### config.mk
export PLATFORM = sky130hd
export DESIGN_NAME = wb_stage_queued
export DESIGN_NICKNAME = d
export VERILOG_FILES = /design/src/rtl/wb_stage_queued.sv
export SDC_FILE = /design/constraint.sdc
export NUM_CORES = 1
export LEC_CHECK = 0
export CAP_MARGIN = 15
export CELL_PAD_IN_SITES_DETAIL_PLACEMENT = 1
export CELL_PAD_IN_SITES_GLOBAL_PLACEMENT = 1
export CORE_MARGIN = 2
export CORE_UTILIZATION = 30
export CTS_CLUSTER_SIZE = 30
export DETAILED_ROUTE_END_ITERATION = 8
export DONT_BUFFER_PORTS = 1
export GPL_ROUTABILITY_DRIVEN = 0
export GPL_TIMING_DRIVEN = 0
export PLACE_DENSITY_LB_ADDON = 0.1
export SLEW_MARGIN = 20
export SYNTH_ARGS = -nofsm -noshare
export SYNTH_HDL_FRONTEND = slang
export SYNTH_SLANG_ARGS = --single-unit
### constraint.sdc
create_clock -name clk -period 10.43 [get_ports clk]
set_input_delay 1.5645 -clock clk [delete_from_list [all_inputs] [get_ports clk]]
set_output_delay 1.5645 -clock clk [all_outputs]
set_load 0.02 [all_outputs]
### src/rtl/wb_stage_queued.sv
// rtl/wb_stage_queued.sv - Writeback stage with in-order retire queue, load extraction and bypass lookup.
// Optional retire trace on debug_wb_* enabled by defining WB_DEBUG_TRACE_EN.
module wb_stage_queued #(
   parameter int DEPTH  = 4,
   parameter int REG_AW = 5,
   parameter int PC_W   = 32
) (
   input  logic              clk,
   input  logic              reset,
   input  logic              in_valid,
   output logic              in_ready,
   input  logic [PC_W-1:0]   in_pc,
   input  logic              in_wen,
   input  logic [REG_AW-1:0] in_waddr,
   input  logic [2:0]        in_mem_op,
   input  logic [31:0]       in_alu_res,
   input  logic [31:0]       in_ld_data,
   input  logic              rf_busy,
   output logic              rf_we,
   output logic [REG_AW-1:0] rf_waddr,
   output logic [31:0]       rf_wdata,
   input  logic [REG_AW-1:0] byp_raddr,
   output logic              byp_hit,
   output logic [31:0]       byp_data,
   output logic [PC_W-1:0]   debug_wb_pc,
   output logic [3:0]        debug_wb_rf_wen,
   output logic [REG_AW-1:0] debug_wb_rf_wnum,
   output logic [31:0]       debug_wb_rf_wdata
);
   localparam int PW = $clog2(DEPTH);
   localparam int CW = PW + 1;

   logic [DEPTH-1:0]  q_valid;
   logic              q_wen   [DEPTH];
   logic [REG_AW-1:0] q_waddr [DEPTH];
   logic [2:0]        q_op    [DEPTH];
   logic [31:0]       q_alu   [DEPTH];
   logic [31:0]       q_ld    [DEPTH];

   logic [PW-1:0] wr_ptr, rd_ptr;
   logic [CW-1:0] count;
   logic          push, pop, not_empty;

   // Shared by the head write path and the bypass path so both see identical data.
   function automatic logic [31:0] extract(input logic [2:0] op, input logic [31:0] alu,
                                           input logic [31:0] ld);
      logic [7:0]  b;
      logic [15:0] h;
      case (alu[1:0])
         2'd0:    b = ld[7:0];
         2'd1:    b = ld[15:8];
         2'd2:    b = ld[23:16];
         default: b = ld[31:24];
      endcase
      h = alu[1] ? ld[31:16] : ld[15:0];
      case (op)
         3'b000:  extract = alu;
         3'b001:  extract = {{24{b[7]}}, b};
         3'b010:  extract = {{16{h[15]}}, h};
         3'b011:  extract = ld;
         3'b101:  extract = {24'd0, b};
         3'b110:  extract = {16'd0, h};
         default: extract = 32'd0;
      endcase
   endfunction

   assign not_empty = (count != '0);
   assign in_ready  = (count != CW'(DEPTH));
   assign push      = in_valid & in_ready;
   assign pop       = not_empty & !rf_busy;

   always_ff @(posedge clk or posedge reset) begin
      if (reset) begin
         wr_ptr  <= '0;
         rd_ptr  <= '0;
         count   <= '0;
         q_valid <= '0;
      end else begin
         if (push) begin
            q_valid[wr_ptr] <= 1'b1;
            wr_ptr          <= wr_ptr + 1'b1;
         end
         if (pop) begin
            q_valid[rd_ptr] <= 1'b0;
            rd_ptr          <= rd_ptr + 1'b1;
         end
         if (push && !pop)
            count <= count + 1'b1;
         else if (pop && !push)
            count <= count - 1'b1;
      end
   end

   // Payload needs no reset; the valid bits and count gate every use of it.
   always_ff @(posedge clk) begin
      if (push) begin
         q_wen[wr_ptr]   <= in_wen;
         q_waddr[wr_ptr] <= in_waddr;
         q_op[wr_ptr]    <= in_mem_op;
         q_alu[wr_ptr]   <= in_alu_res;
         q_ld[wr_ptr]    <= in_ld_data;
      end
   end

   always_comb begin
      rf_we    = 1'b0;
      rf_waddr = '0;
      rf_wdata = '0;
      if (not_empty) begin
         rf_waddr = q_waddr[rd_ptr];
         rf_wdata = extract(q_op[rd_ptr], q_alu[rd_ptr], q_ld[rd_ptr]);
         rf_we    = !rf_busy & q_wen[rd_ptr] & (q_waddr[rd_ptr] != '0);
      end
   end

   // Walk oldest to youngest so the last match found is the youngest writer.
   always_comb begin
      logic [PW-1:0] idx;
      byp_hit  = 1'b0;
      byp_data = '0;
      idx      = '0;
      for (int i = 0; i < DEPTH; i++) begin
         idx = rd_ptr + PW'(i);
         if (q_valid[idx] && q_wen[idx] && (q_waddr[idx] == byp_raddr) && (byp_raddr != '0)) begin
            byp_hit  = 1'b1;
            byp_data = extract(q_op[idx], q_alu[idx], q_ld[idx]);
         end
      end
   end

`ifdef WB_DEBUG_TRACE_EN
   logic [PC_W-1:0] q_pc [DEPTH];

   always_ff @(posedge clk) begin
      if (push)
         q_pc[wr_ptr] <= in_pc;
   end

   assign debug_wb_pc       = pop ? q_pc[rd_ptr] : '0;
   assign debug_wb_rf_wen   = {4{rf_we}};
   assign debug_wb_rf_wnum  = rf_waddr;
   assign debug_wb_rf_wdata = rf_wdata;
`else
   logic unused_pc;
   assign unused_pc         = ^in_pc;
   assign debug_wb_pc       = '0;
   assign debug_wb_rf_wen   = '0;
   assign debug_wb_rf_wnum  = '0;
   assign debug_wb_rf_wdata = '0;
`endif

endmodule

==> flow_summary.json <==
{
  "status": "complete, but fails checks",
  "violations": "DRC",
  "setup-violations-final": 0,
  "worstMarginPinSlew_ps": 1130,
  "cts_tree": "built",
  "grt_max_degree": 33,
  "drt-total-wl_um": 101900,
  "portBuffers": 0,
  "ant_nets": 0,
  "post_drt_wl_per_cell_um": 38.94,
  "vias": 16595,
  "async_flop_share_pct": 3.630,
  "yosys.area.top_type": "edfxtp_1",
  "rows": 99,
  "fin_area_sq_mm": 0.02516,
  "drt_iter0_markers": 2034,
  "hold_path_class": "reg2reg",
  "netlist_area_sq_mm": 0.02220,
  "fill_cells": 7594,
  "ff2ff_path_depth": 15,
  "hold_depth": 1,
  "ys_ff_latch": 303,
  "start_kind": "flop",
  "regArea_sq_mm": 0.009044,
  "cts_max_path_buffers": 3,
  "ys_types": 72,
  "cts-resized-gates": 0,
  "holdBufCountCts": 0,
  "drt_first_pass_iters": 9,
  "antenna_found_initial": 6,
  "die_width_um": 276.0,
  "dp_cells": 2545,
  "synth-edff-count": 292,
  "clock-sinks": 303,
  "cp.required_ps": 8870,
  "postPlaceCellArea_sq_mm": 0.02386,
  "io_pins": 259,
  "yosysMostFrequentCell": "mux4_2",
  "cp.arrival_ps": 6060,
  "coreArea_sq_mm": 0.07308,
  "clock.fmax_mhz": 131.2,
  "drive_gt1_share_pct": 36.35,
  "drc": 30,
  "ys_seq_area_share_pct": 40.74,
  "dieArea_sq_mm": 0.07619,
  "grt_pass1_wl_um": 140800,
  "end_kind": "output pin",
  "utilization_pct": 34.43,
  "avgSynthCellArea_sq_um": 14.74,
  "worstSkewPairLatency_ps": 590,
  "report.final.slew_viol_count": 0,
  "via_per_inst": 6.341,
  "hold_violations": 0,
  "ys.flop_type": "edfxtp_1",
  "areaGrowthSynthToFinish_pct": 13.34,
  "grt-ovfl-total": 0,
  "fin_tns_setup_ps": 0,
  "grt_pass1_vias": 16363,
  "clock_skew_ps": 35.84,
  "crit_fanout": 11,
  "post_cts.repair.setup_buffers": 0,
  "multi_input_comb_area_sq_mm": 0.01199,
  "groute.usage.overall_pct": 26.33,
  "yosys_warnings": 0,
  "nNetsFinal": 1750,
  "syn_inst": 1506,
  "root_buffer": "clkbuf_16",
  "slew_headroom_pct": 24.64,
  "synthTopCellsByCount": "mux4_2 (297), edfxtp_1 (292), buf_4 (99)",
  "period_share_pct": 73.10,
  "detailed_place_hpwl_um": 78600,
  "fp.dieH_um": 276.0,
  "instances_no_fill": 2617,
  "cts_buffers": 38,
  "period_needed_ps": 7625,
  "synthTopCellsByArea": "edfxtp_1 (39%), mux4_2 (30%), buf_4 (3.3%)",
  "start_util_pct": 30.38,
  "criticalPathCategory": "reg2out",
  "synth_top_area_share_pct": 39.50,
  "rsz0062_at_grt": "no",
  "h-tree-depth": 2,
  "clk_pin_slew_worst_paths_ps": 60,
  "maxCapViolCount": 0
}
## kinds of logic (layout without fill, tap and decap cells)
logic type      count (synthesis)  after routing  synth area share, %
mux                           379            379                34.39
compound gates                322            322                11.19
flops                         303            303                40.74
simple gates                  238            238                5.512
buf+inv                       228            306                6.572
xor+xnor                       25             25               0.9863
fa+ha+maj                      10             10               0.5974
other cells                     1             75              0.01689
## worst max-delay path, cell delays in order (launching register included)
cell and delay [ps]:
dfrtp_1 450, buf_6 190, inv_1 90, clkbuf_1 600, ha_1 260, buf_6 160, buf_12 160, buf_12 160
buf_4 240, buf_6 210, buf_4 270, buf_2 430, clkbuf_1 880, mux4_2 450, a221oi_1 280, nand2_1 140
a22oi_1 170, o21ai_1 310
## cells in the final DEF, fill, tap and decap left out, types with 12 or more instances in the layout
cell type	instances
o22a_1	15
buf_12	12
o21ai_0	33
nand3_1	20
buf_2	41
xnor2_1	19
edfxtp_1	292
a22o_1	39
buf_6	13
mux2i_1	54
o21ba_2	15
o211ai_1	34
mux4_2	297
clkbuf_16	41
nand2_1	67
a221oi_1	36
a21oi_1	22
mux2_2	22
inv_1	15
a211oi_1	24
clkbuf_1	48
conb_1	73
o21ai_1	17
buf_4	99
a22oi_1	53
nor2_1	59
## final timing paths
check	startpoint	end	slack [ps]
hold reg to reg	count[2]$_DFFE_PP0P_	count[2]$_DFFE_PP0P_	490
setup / recovery	rd_ptr[0]$_DFFE_PP0P_	byp_data[14]	2810
max in group asynchronous	reset	count[0]$_DFFE_PP0P_	9230
min in group asynchronous	reset	wr_ptr[1]$_DFFE_PP0P_	890
hold / removal	count[2]$_DFFE_PP0P_	count[2]$_DFFE_PP0P_	490
setup reg to reg	rd_ptr[0]$_DFFE_PP0P_	rd_ptr[1]$_DFFE_PP0P_	6040
## stage by stage
step           setup slack (ps)  hold slack (ps)
3_5_place_dp               3482            488.8
5_1_grt                    2651            517.2
3_3_place_gp               3300            481.6
4_1_cts                    2873            497.4
2_1_floorplan              5150            463.6
6_report                   2805            492.8
## cell type report
cell class                 count  area share [%]
multi-input combinational   1047           47.64
inverter                      15          0.2238
clock buffer                  44           4.122
timing repair buffer           8          0.6663
sequential                   303           35.94
clock inverter                26           1.024
buffer                       213           5.589
tap                          959           4.769
antenna                        2         0.01989
## per-layer routing
layer / global-route usage [%] / vias up / wire length, um
li1: - / 6499 / -
met1: 35.07 / 8887 / 40730
met2: 41.30 / 1051 / 46890
met3: 8.205 / 158 / 11190
met4: 7.636 / 0 / 3089
met5: 0 / - / 0
## flip-flops by register name, indices dropped and copies added (netlist names)
name,cells
q_op,12
count,3
q_alu,128
q_valid,4
q_wen,4
rd_ptr,2
wr_ptr,2
q_ld,128
q_waddr,20
Power is not shown: default switching activity piles up to over one toggle a cycle in this logic, so the estimate is an artifact.
